<file path="src/rtl/alu_sched_pkg.sv">
// Shared constants, FSM encodings and helpers for the round-robin ALU scheduler.
package alu_sched_pkg;

   localparam int N_REQ = 4;
   localparam int PTR_W = 2;
   localparam int TMR_W = 8;

   localparam logic [1:0] ST_IDLE  = 2'd0;
   localparam logic [1:0] ST_ISSUE = 2'd1;
   localparam logic [1:0] ST_WAIT  = 2'd2;
   localparam logic [1:0] ST_RESP  = 2'd3;

   function automatic logic [N_REQ-1:0] id2oh(input logic [PTR_W-1:0] id);
      id2oh = {{(N_REQ-1){1'b0}}, 1'b1} << id;
   endfunction

endpackage

</file>
<file path="src/rtl/rr_arbiter_4.sv">
// Combinational rotating-priority picker: the first set request at or after ptr wins.
module rr_arbiter_4
   import alu_sched_pkg::*;
(
   input  logic [N_REQ-1:0] i_req,
   input  logic [PTR_W-1:0] i_ptr,
   output logic [N_REQ-1:0] o_gnt,
   output logic [PTR_W-1:0] o_gnt_id,
   output logic             o_any
);

   logic [PTR_W-1:0] w_idx;

   // scan from the farthest slot down so the slot nearest ptr is written last and wins
   always_comb begin
      o_gnt_id = i_ptr;
      o_any    = 1'b0;
      w_idx    = i_ptr;
      for (int k = N_REQ - 1; k >= 0; k--) begin
         w_idx    = i_ptr + PTR_W'(k);
         o_any    = o_any | i_req[w_idx];
         o_gnt_id = i_req[w_idx] ? w_idx : o_gnt_id;
      end
      o_gnt = o_any ? id2oh(o_gnt_id) : {N_REQ{1'b0}};
   end

endmodule

</file>
<file path="src/rtl/alu_rr_scheduler.sv">
// Round-robin scheduler sharing one ALU among four requesters.
// Optional per-requester completion counters are enabled with ALU_SCHED_STATS_EN.
module alu_rr_scheduler
   import alu_sched_pkg::*;
#(
   parameter int W       = 8,
   parameter int OPW     = 3,
   parameter int TIMEOUT = 15
) (
   input  logic                 i_clk,
   input  logic                 i_rst_n,
   input  logic [N_REQ-1:0]     i_req_valid,
   output logic [N_REQ-1:0]     o_req_ready,
   input  logic [N_REQ*OPW-1:0] i_req_op,
   input  logic [N_REQ*W-1:0]   i_req_a,
   input  logic [N_REQ*W-1:0]   i_req_b,
   output logic [OPW-1:0]       o_alu_op,
   output logic [W-1:0]         o_alu_a,
   output logic [W-1:0]         o_alu_b,
   output logic                 o_alu_start,
   input  logic                 i_alu_done,
   input  logic [W-1:0]         i_alu_result,
   output logic [N_REQ-1:0]     o_resp_valid,
   output logic [W-1:0]         o_resp_data,
   output logic                 o_resp_err,
   output logic                 o_busy,
   output logic [PTR_W-1:0]     o_grant_id
`ifdef ALU_SCHED_STATS_EN
   ,
   output logic [31:0]          o_stat_cnt
`endif
);

   logic [1:0]       r_state;
   logic [PTR_W-1:0] r_ptr;
   logic [PTR_W-1:0] r_gid;
   logic [TMR_W-1:0] r_tmr;
   logic [OPW-1:0]   r_op;
   logic [W-1:0]     r_a;
   logic [W-1:0]     r_b;
   logic             r_alu_start;
   logic [N_REQ-1:0] r_resp_valid;
   logic [W-1:0]     r_resp_data;
   logic             r_resp_err;
   logic             r_busy;

   logic [1:0]       w_state_nxt;
   logic             w_accept;
   logic             w_done_ok;
   logic             w_tmo;
   logic [N_REQ-1:0] w_gnt;
   logic [PTR_W-1:0] w_gnt_id;
   logic             w_any;

   rr_arbiter_4 u_arb (
      .i_req    (i_req_valid),
      .i_ptr    (r_ptr),
      .o_gnt    (w_gnt),
      .o_gnt_id (w_gnt_id),
      .o_any    (w_any)
   );

   // next-state decode; done is tested before the timer so it wins a tie
   always_comb begin
      w_state_nxt = r_state;
      w_accept    = 1'b0;
      w_done_ok   = 1'b0;
      w_tmo       = 1'b0;
      case (r_state)
         ST_IDLE: begin
            if (w_any) begin
               w_state_nxt = ST_ISSUE;
               w_accept    = 1'b1;
            end else begin
               w_state_nxt = ST_IDLE;
            end
         end
         ST_ISSUE: w_state_nxt = ST_WAIT;
         ST_WAIT: begin
            if (i_alu_done) begin
               w_state_nxt = ST_RESP;
               w_done_ok   = 1'b1;
            end else if (r_tmr == TMR_W'(TIMEOUT - 1)) begin
               w_state_nxt = ST_RESP;
               w_tmo       = 1'b1;
            end else begin
               w_state_nxt = ST_WAIT;
            end
         end
         ST_RESP: w_state_nxt = ST_IDLE;
         default: w_state_nxt = ST_IDLE;
      endcase
   end

   // FSM state, latched request, ALU drive and response registers
   always_ff @(posedge i_clk) begin
      if (!i_rst_n) begin
         r_state      <= ST_IDLE;
         r_ptr        <= '0;
         r_gid        <= '0;
         r_tmr        <= '0;
         r_op         <= '0;
         r_a          <= '0;
         r_b          <= '0;
         r_alu_start  <= 1'b0;
         r_resp_valid <= '0;
         r_resp_data  <= '0;
         r_resp_err   <= 1'b0;
         r_busy       <= 1'b0;
      end else begin
         r_state      <= w_state_nxt;
         r_busy       <= (w_state_nxt != ST_IDLE);
         r_alu_start  <= w_accept;
         r_resp_valid <= '0;
         if (w_accept) begin
            r_gid <= w_gnt_id;
            r_op  <= i_req_op[w_gnt_id*OPW +: OPW];
            r_a   <= i_req_a[w_gnt_id*W +: W];
            r_b   <= i_req_b[w_gnt_id*W +: W];
         end
         if (r_state == ST_ISSUE) begin
            r_tmr <= '0;
         end else if (r_state == ST_WAIT) begin
            r_tmr <= r_tmr + 8'd1;
         end
         if (w_done_ok) begin
            r_resp_data  <= i_alu_result;
            r_resp_err   <= 1'b0;
            r_resp_valid <= id2oh(r_gid);
         end else if (w_tmo) begin
            r_resp_data  <= '0;
            r_resp_err   <= 1'b1;
            r_resp_valid <= id2oh(r_gid);
         end
         if (r_state == ST_RESP) begin
            r_ptr <= r_gid + 2'd1;
         end
      end
   end

   // the accept pulse is the only combinational output so transfer happens in the same cycle
   assign o_req_ready  = (r_state == ST_IDLE && i_rst_n) ? w_gnt : {N_REQ{1'b0}};
   assign o_alu_op     = r_op;
   assign o_alu_a      = r_a;
   assign o_alu_b      = r_b;
   assign o_alu_start  = r_alu_start;
   assign o_resp_valid = r_resp_valid;
   assign o_resp_data  = r_resp_data;
   assign o_resp_err   = r_resp_err;
   assign o_busy       = r_busy;
   assign o_grant_id   = r_gid;

`ifdef ALU_SCHED_STATS_EN
   logic [7:0] r_stat [N_REQ];

   // saturating completion counters; timeouts do not count
   always_ff @(posedge i_clk) begin
      if (!i_rst_n) begin
         for (int i = 0; i < N_REQ; i++) begin
            r_stat[i] <= 8'd0;
         end
      end else if (w_done_ok && r_stat[r_gid] != 8'hFF) begin
         r_stat[r_gid] <= r_stat[r_gid] + 8'd1;
      end
   end

   assign o_stat_cnt = {r_stat[3], r_stat[2], r_stat[1], r_stat[0]};
`endif

endmodule

</file>
<file path="config.mk">
export PLATFORM = sky130hd
export DESIGN_NAME = alu_rr_scheduler
export DESIGN_NICKNAME = d
export VERILOG_FILES = /design/src/rtl/alu_sched_pkg.sv /design/src/rtl/rr_arbiter_4.sv /design/src/rtl/alu_rr_scheduler.sv
export SDC_FILE = /design/constraint.sdc
export NUM_CORES = 1
export LEC_CHECK = 0
export BUFFER_PORTS_ARGS = -buffer_cell sky130_fd_sc_hd__buf_2
export CORE_AREA = 2 2 76 78
export CTS_CLUSTER_DIAMETER = 100
export DETAILED_ROUTE_END_ITERATION = 16
export DIE_AREA = 0 0 78 80
export PLACE_DENSITY = 0.82
export SLEW_MARGIN = 0
export SYNTH_ARGS = -nofsm -noshare
export SYNTH_HDL_FRONTEND = slang
export SYNTH_SLANG_ARGS = --single-unit
</file>
<file path="constraint.sdc">
create_clock -name i_clk -period 3.8 [get_ports i_clk]
set_input_delay 0.19 -clock i_clk [delete_from_list [all_inputs] [get_ports i_clk]]
set_output_delay 0.19 -clock i_clk [all_outputs]
set_load 0.05 [all_outputs]
</file>
# ---- Word-level counts from Yosys, hierarchy flattened
# Index checks and enable logic that the tools add are counted.
dict set report word_totals {
  regBits 48
  input_bits 91
  output_inout_bits 40
  wordCells 70
}
dict set report classes {
  addsub 5
  mul 1
  magnitude_cmp 4
  eq_ne 4
  shift 5
  n_mux 29
  bitwise_logic 4
  n_reduce_logical 6
}
# operator n
set op_table {}
lappend op_table {{$shiftx 32x6->8} 2}
lappend op_table {{$mux 4} 4}
lappend op_table {{$mux 8} 2}
lappend op_table {{$mux 1} 14}
lappend op_table {{$lt 2x3->1 const B} 4}
lappend op_table {{$shiftx 12x5->3} 1}
lappend op_table {{$add 8x1->8 const B} 1}
lappend op_table {{$bmux 1 s2} 4}
lappend op_table {{$eq 8x4->1 const B} 1}
lappend op_table {{$mux 2} 4}
lappend op_table {{$pmux 2 s4} 1}
lappend op_table {{$shl 1x2->4 const A} 2}
lappend op_table {{$add 2x1->2 const B} 2}
lappend op_table {{$add 2x2->2 const B} 2}
lappend op_table {{$eq 2x2->1 const B} 2}
lappend op_table {{$mul 2x2->4 const B} 1}
lappend op_table {{$reduce_bool 2->1} 2}
lappend op_table {{$reduce_or 2->1} 2}
lappend op_table {{$or 1x1->1} 3}
lappend op_table {{$eq 2x1->1 const B} 1}
lappend op_table {{$logic_not 2->1} 1}
lappend op_table {{$logic_and 1x1->1} 1}
lappend op_table {{$not 1->1} 1}

# ---- Logic depth before layout (Yosys ltp)
# Gate-level depths: netlist of run 1.
dict set report depth {
  word_depth 10
  depth_mapped 8
  depth_no_buf 7
}

# ---- Cells and area by module
# Synthesis of run 1 repeated with hierarchy kept, for this count alone.
dict set report unflattened {
  cells_unflattened 284
  area_unflattened_um2 2622.5
}
# module instances cells_per_inst area_each_um2 seq_area_each_um2
set by_module_without_submodules {}
lappend by_module_without_submodules {alu_rr_scheduler 1 253 2439.8 960.9}
lappend by_module_without_submodules {rr_arbiter_4 1 31 182.7 0.0}

# ---- Worst setup path after synthesis of run 1
# No wires, ideal clock.
dict set report synth_timing {
  path_type {register to output}
  from {register r_ptr[0]}
  to {output port o_req_ready[1]}
  arrival_ns 1.793
  required_time_ns 3.610
  slack_ns 1.817
  path_stages_with_launch 8
  n_path_buf 2
  cell_sequence {dfxtp_1 and2b_4 o21bai_2 o311a_1 buf_6 buf_8 inv_1 nor2_1}
}
dict set report synth_via {
  elab_chain_cells 10
  elab_cells_between_ends 21
  classes_between {3 x add/sub; 1 x shift; 14 x mux; 3 x bitwise}
}
# item line
set synth_rtl {}
lappend synth_rtl {{start: declaration} alu_rr_scheduler.sv:35} ;# logic [PTR_W-1:0] r_ptr;
lappend synth_rtl {{start signal: assignment} alu_rr_scheduler.sv:136} ;# r_ptr <= r_gid + 2'd1;
lappend synth_rtl {{$add 2x2->2} rr_arbiter_4.sv:20} ;# w_idx = i_ptr + PTR_W'(k);
lappend synth_rtl {{$bmux 1 s2} {rr_arbiter_4.sv:21, rr_arbiter_4.sv:22}}
lappend synth_rtl {{$mux 1 (not written as such)} {rr_arbiter_4.sv:21, rr_arbiter_4.sv:22}}
lappend synth_rtl {{$mux 2 (4 in series)} rr_arbiter_4.sv:22} ;# o_gnt_id = i_req[w_idx] ? w_idx : o_gnt_id;
lappend synth_rtl {{$shl 1x2->4} alu_sched_pkg.sv:14} ;# id2oh = {{(N_REQ-1){1'b0}}, 1'b1} << id;
lappend synth_rtl {{$mux 4 (*)} rr_arbiter_4.sv:24} ;# o_gnt = o_any ? id2oh(o_gnt_id) : {N_REQ{1'b0}};
lappend synth_rtl {{$mux 4 (*)} alu_rr_scheduler.sv:142} ;# assign o_req_ready = (r_state == ST_IDLE && i_rst_n) ? w_gnt : {N_REQ{1'b0}};
lappend synth_rtl {{end: declaration} alu_rr_scheduler.sv:13} ;# output logic [N_REQ-1:0] o_req_ready,
# Mark *: on every way between the ends. The rest lies on a longest branch, timed or not. The select of a mux whose other input is x is not followed.

# ---- Final worst setup path of run 1
dict set report layout_timing {
  from {register r_ptr[0]}
  to {output port o_req_ready[3]}
}
# The elaborated chain is that of the path after synthesis.

==> results.cfg, run 1 <==
[status]
status = completed

[routing]
first_pass_iters = 4
final_antenna_net_count = 0
vias = 2202
wl_um = 6210
via_per_inst = 4.96
wl_per_cell_um = 14.0
drt-initial-drc-count = 50
post-route-drc-count = 0

[min_path]
hold_start = i_alu_result[3]
min_path_type = input port to register
holdPathStages = 3
min_to = o_resp_data[3]

[layout]
fin_area_um2 = 3250
final_core_util = 0.601
final_nets = 474
area_growth_pct = 26.8
mostFrequentLayoutCells = buf_2, dfxtp_1, mux2i_1, nor2_1, nand2_1
final_common_cell = buf_2
drive_gt1_frac = 0.438
diodes = 0

[clock_tree]
cts-root-buf = clkbuf_8
clk-insertion-delay-late_ps = 300
cts_setup_buffers = 0
numClockSinks = 48
cts_hold_repair.buffers = 0
cts_made_buffers = 5
clk_path_buf_depth = 2
clk_pin_slew_worst_paths_ps = 80
cts_resized = 0
cts_tree = done
h-tree-depth = 2

[floorplanning]
io_pins = 131
dieWidth_um = 78
rows = 27
coreArea_um2 = 5410
design.die.area_um2 = 6240
die_h_um = 80
start_util = 0.474

[sta]
maxSlewHeadroom = 0.401
tightest_slew_ps = 898
final-setup-viol-count = 0
skew_ps = 7.25
rsz0062_at_grt = no
fin_ws_ps = 1340
finalSetupTns_ps = 0
fmax_ghz = 0.406
fin_crit_sh = 0.648
hold_violations = 0
drv_slew = 0
fin_crit_ps = 2460

[power]
total_power_uw = 1500
irDropWorstVdd_mv = 0.286
p_per_area_nw_per_um2 = 462
p_leak_uw = 0.00155

[setup_path]
cp_slowest_cell = buf_4
rr_startpoint = r_ptr[0]
r2r_cells = 5
cp-start-kind = register
r2r_setup_slack_ps = 1590
critPathMaxFanout = 42
crit_arrival_ps = 2270
critical_path.max_stage_delay_ps = 520
worstSetupPathType = register to primary output
required_ps = 3610
reg2reg_to = o_alu_b[6]
critical_path.cell_chain = and2b_4 -> o21ai_1 -> o311a_2 -> buf_4 -> inv_1 -> nor2_1 -> buf_2
critical_path.endpoint_type = primary output

[global_routing]
grt_max_degree = 43
grt_pass1_vias = 2104
grtUsageTotal = 0.193
grt_pass1_wl_um = 9580
overflow = 0
antenna_found_initial = 0

[yosys]
synth_cell_types = 39
synth_area_um2 = 2560
ys_seq_area_frac = 0.375
syn_avg_cell_area_um2 = 10.4
yosysWarnings = 0
syn_nets = 349
synth_seq_cells = 48
synth_cells = 247

[placed_design]
portBuffers = 130
post-place-ws_ps = 1550
place_congestion = 0.740
dpl_cell_area_um2 = 3170
dp_hpwl_um = 4840

[job]
max_cap_viol_count = 0
[worst max-delay path by stage]
stage,start,end,slack [ps],cells after the start
finish,r_ptr[0],o_req_ready[3],1340,7
global placement,i_req_valid[3],o_alu_a[1],1610,7
detailed placement,i_req_valid[3],o_alu_b[6],1550,7
CTS,r_ptr[0],o_req_ready[0],1280,5
floorplan,r_ptr[0],o_req_ready[1],1820,7
global route,r_ptr[0],o_req_ready[1],1110,6
[metrics by stage]
| stage | hold WS (ps) | cells |
|---|---|---|
| 2_1_floorplan | 308 | 247 |
| 3_3_place_gp | 438 | 437 |
| 3_5_place_dp | 442 | 437 |
| 4_1_cts | 131 | 444 |
| 5_1_grt | 139 | 444 |
| 6_report | 136 | 444 |
[cell usage after synthesis]
| library cell | n | area (um^2) |
|---|---|---|
| a211oi_1 | 1 | 7.51 |
| a21oi_1 | 3 | 15.0 |
| a22oi_1 | 8 | 60.1 |
| and2_1 | 6 | 37.5 |
| and2b_1 | 1 | 7.51 |
| and2b_4 | 2 | 20.0 |
| and3_1 | 5 | 31.3 |
| buf_12 | 3 | 60.1 |
| buf_2 | 1 | 5.00 |
| buf_4 | 3 | 22.5 |
| buf_6 | 4 | 45.0 |
| buf_8 | 1 | 15.0 |
| clkbuf_1 | 2 | 7.51 |
| clkbuf_2 | 1 | 5.00 |
| dfxtp_1 | 48 | 961 |
| ha_1 | 11 | 138 |
| inv_1 | 7 | 26.3 |
| mux2i_1 | 43 | 430 |
| nand2_1 | 25 | 93.8 |
| nand2b_1 | 2 | 12.5 |
| nand2b_4 | 1 | 13.8 |
| nand3_1 | 3 | 15.0 |
| nand3b_1 | 1 | 7.51 |
| nand4_1 | 1 | 6.26 |
| nor2_1 | 25 | 93.8 |
| nor2b_1 | 1 | 6.26 |
| nor3b_1 | 1 | 7.51 |
| nor4_1 | 2 | 12.5 |
| o21a_1 | 1 | 7.51 |
| o21ai_0 | 3 | 15.0 |
| o21ai_1 | 1 | 5.00 |
| o21bai_2 | 1 | 11.3 |
| o221ai_1 | 1 | 8.76 |
| o221ai_2 | 18 | 270 |
| o311a_1 | 1 | 10.0 |
| o31ai_1 | 2 | 15.0 |
| or3_1 | 2 | 12.5 |
| xnor2_1 | 1 | 8.76 |
| xor2_1 | 4 | 35.0 |
[cell type report]
cell class	instances	area [um^2]
flip-flops and latches	48	961
inverters	7	26.3
fillers	496	2160
clock buffers	5	68.8
repair buffers	133	673
well taps	72	90.1
clock inverters	2	12.5
multi-input cells	177	1420
[registers in the layout, indices dropped and copies added, names as in the netlist, 2 cells and up]
| signal | flops |
|---|---|
| o_alu_op | 3 |
| o_grant_id | 2 |
| o_resp_data | 8 |
| o_alu_b | 8 |
| r_tmr | 8 |
| o_alu_a | 8 |
| r_ptr | 2 |
| o_resp_valid | 4 |
| r_state | 2 |
[kinds of logic (layout without fill, tap and decap cells)]
logic type / after synthesis / after routing / synth area share
adder cells (fa/ha/maj): 11 / 11 / 0.0537
AND/OR/NAND/NOR: 78 / 78 / 0.147
buffers and inverters: 22 / 147 / 0.0728
XOR/XNOR: 5 / 5 / 0.0171
AO/OA/AOI/OAI: 40 / 40 / 0.166
multiplexers: 43 / 43 / 0.168
flip-flops: 48 / 48 / 0.375
[critical path: cells and delay by family, from the launching register on]
kind / cells / cell delay [ps]
buffers and inverters: 3 / 930
flip-flops: 1 / 370
AND/OR/NAND/NOR: 2 / 340
AO/OA/AOI/OAI: 2 / 310
[report_power, final]
part | internal [uW] | switching, uW | total (uW)
registers | 568 | 36.1 | 605
clock network | 125 | 167 | 291
logic | 199 | 405 | 604
[metal layers]
metal | vias up | GRT usage | wire length (um)
met5 | - | 0 | 0
met4 | 0 | 0.0895 | 137
met3 | 14 | 0.0419 | 242
met2 | 61 | 0.334 | 3230
met1 | 998 | 0.229 | 2600
li1 | 1129 | - | -
No activity file was read; power rests on OpenSTA's default activity.
==> inputs of run 2 (changes only) <==
- CORE_AREA: 2 2 76 78 -> 2 2 83 85
- DIE_AREA: 0 0 78 80 -> 0 0 85 87
- PLACE_DENSITY: 0.82 -> 0.73
- clock period: 3.8 -> 2.2 ns (I/O delays scaled with it)
==> run 2 against run 1 <==
Final cell count increased by 3.2%; sequential cell count unchanged; setup slack worse by 1200 ps; combinational power is 75% higher; register-to-register slack worse by 1300 ps; highest routed layer unchanged; sequential power rose by 74%.
==> results.cfg, run 2 (synthesis results as in run 1) <==
[status]
status = completed

[power]
combPwrFrac = 0.358
p_seq_frac = 0.353
irDropWorstVdd_mv = 0.375
p_per_area_nw_per_um2 = 874
p_clk_frac = 0.289
p_int_uw = 1920
p_leak_uw = 0.00162
switching_share = 0.353
power_switching_uw = 1050

[layout]
final_nets = 479
diodes = 0
mostFrequentLayoutCells = buf_2, dfxtp_1, mux2i_1, nor2_1, nand2_1
final_common_cell = buf_2
drive_gt1_frac = 0.447
area_growth_pct = 32.6

[setup_path]
critical_path.cell_chain = and2b_4 -> o21bai_2 -> o311a_2 -> inv_1 -> nor2_1 -> buf_2
cp_slowest_cell = o311a_2
crit_arrival_ps = 1950
r2r_setup_slack_ps = 310
worstSetupPathType = register to primary output
critical_path.endpoint_type = primary output
cp-start-kind = register
critPathMaxFanout = 13
critical_path.max_stage_delay_ps = 420
required_ps = 2090

[routing]
wl_per_cell_um = 13.0
wl_um = 5970
vias = 2250
first_pass_iters = 4
post-route-drc-count = 0
drt-initial-drc-count = 83
via_per_inst = 4.91
final_antenna_net_count = 0

[floorplanning]
die_h_um = 87
design.die.area_um2 = 7400
dieWidth_um = 85
io_pins = 131
rows = 30
start_util = 0.390
coreArea_um2 = 6570

[sta]
hold_violations = 0
fin_ws_ps = 141
finalSetupTns_ps = 0
skew_ps = 7.76
fin_crit_ps = 2060
fmax_ghz = 0.486
fin_crit_sh = 0.936
final-setup-viol-count = 0
rsz0062_at_grt = no
drv_slew = 0
tightest_slew_ps = 423
maxSlewHeadroom = 0.718

[clock_tree]
h-tree-depth = 2
clk_path_buf_depth = 2
cts_made_buffers = 5
numClockSinks = 48
cts_setup_buffers = 0
cts-root-buf = clkbuf_8
cts_hold_repair.buffers = 0
cts_resized = 0
clk_pin_slew_worst_paths_ps = 90
clk-insertion-delay-late_ps = 300
cts_tree = done

[global_routing]
grtUsageTotal = 0.155
grt_max_degree = 23
overflow = 0
grt_pass1_vias = 2086
grt_pass1_wl_um = 9320
antenna_found_initial = 0

[placed_design]
place_congestion = 0.757
dp_hpwl_um = 4820
portBuffers = 130
post-place-ws_ps = 317

[job]
max_cap_viol_count = 0

[min_path]
min_path_type = input port to register
## run 2: metal layers
metal  GRT usage  vias to the layer above  share of wire
met3      0.0370                        6          0.058
met4      0.0476                        0          0.011
li1            -                     1140              -
met5           0                        -              0
met1       0.186                     1047           0.41
met2       0.276                       57           0.52
## run 2: power groups by stage
stage	logic, uW	clock network, uW	registers (uW)
2_1_floorplan	506	0	1390
3_5_place_dp	1070	0	1070
5_1_grt	1140	932	1060
6_report	1060	859	1050
4_1_cts	1080	891	1050
3_3_place_gp	1060	0	1060
## run 2: worst paths after layout
path,from,to,cells after the start
min reg2reg,o_alu_b[7],o_alu_b[7],2
max,r_ptr[0],o_req_ready[3],6
max reg2reg,r_ptr[0],o_alu_a[0],6
min,i_alu_result[6],o_resp_data[6],3
## run 2: through the flow
step | hold slack (ps) | util | instances | power [uW] | area [um^2]
after floorplan | 228 | - | 247 | 1900 | 2560
after global routing | 58.6 | 0.517 | 458 | 3140 | 3400
final | 54.6 | 0.517 | 458 | 2970 | 3400
after global placement | 359 | 0.493 | 450 | 2120 | 3240
after CTS | 43.9 | 0.517 | 458 | 3020 | 3400
after detailed placement | 371 | 0.493 | 450 | 2140 | 3240
## run 2: final cells by class
class                           count  area (um^2)
Fill cell                         627         3170
Multi-Input combinational cell    177         1420
Sequential cell                    48          961
Timing Repair Buffer              138          736
Tap cell                           80          100
Clock inverter                      3         90.1
Clock buffer                        5         68.8
Inverter                            7         26.3
## run 2: critical path: cells and delay by family (launching register included)
kind            cells  cell delay (ps)
compound gates      2              540
buf+inv             2              390
flops               1              380
simple gates        2              340
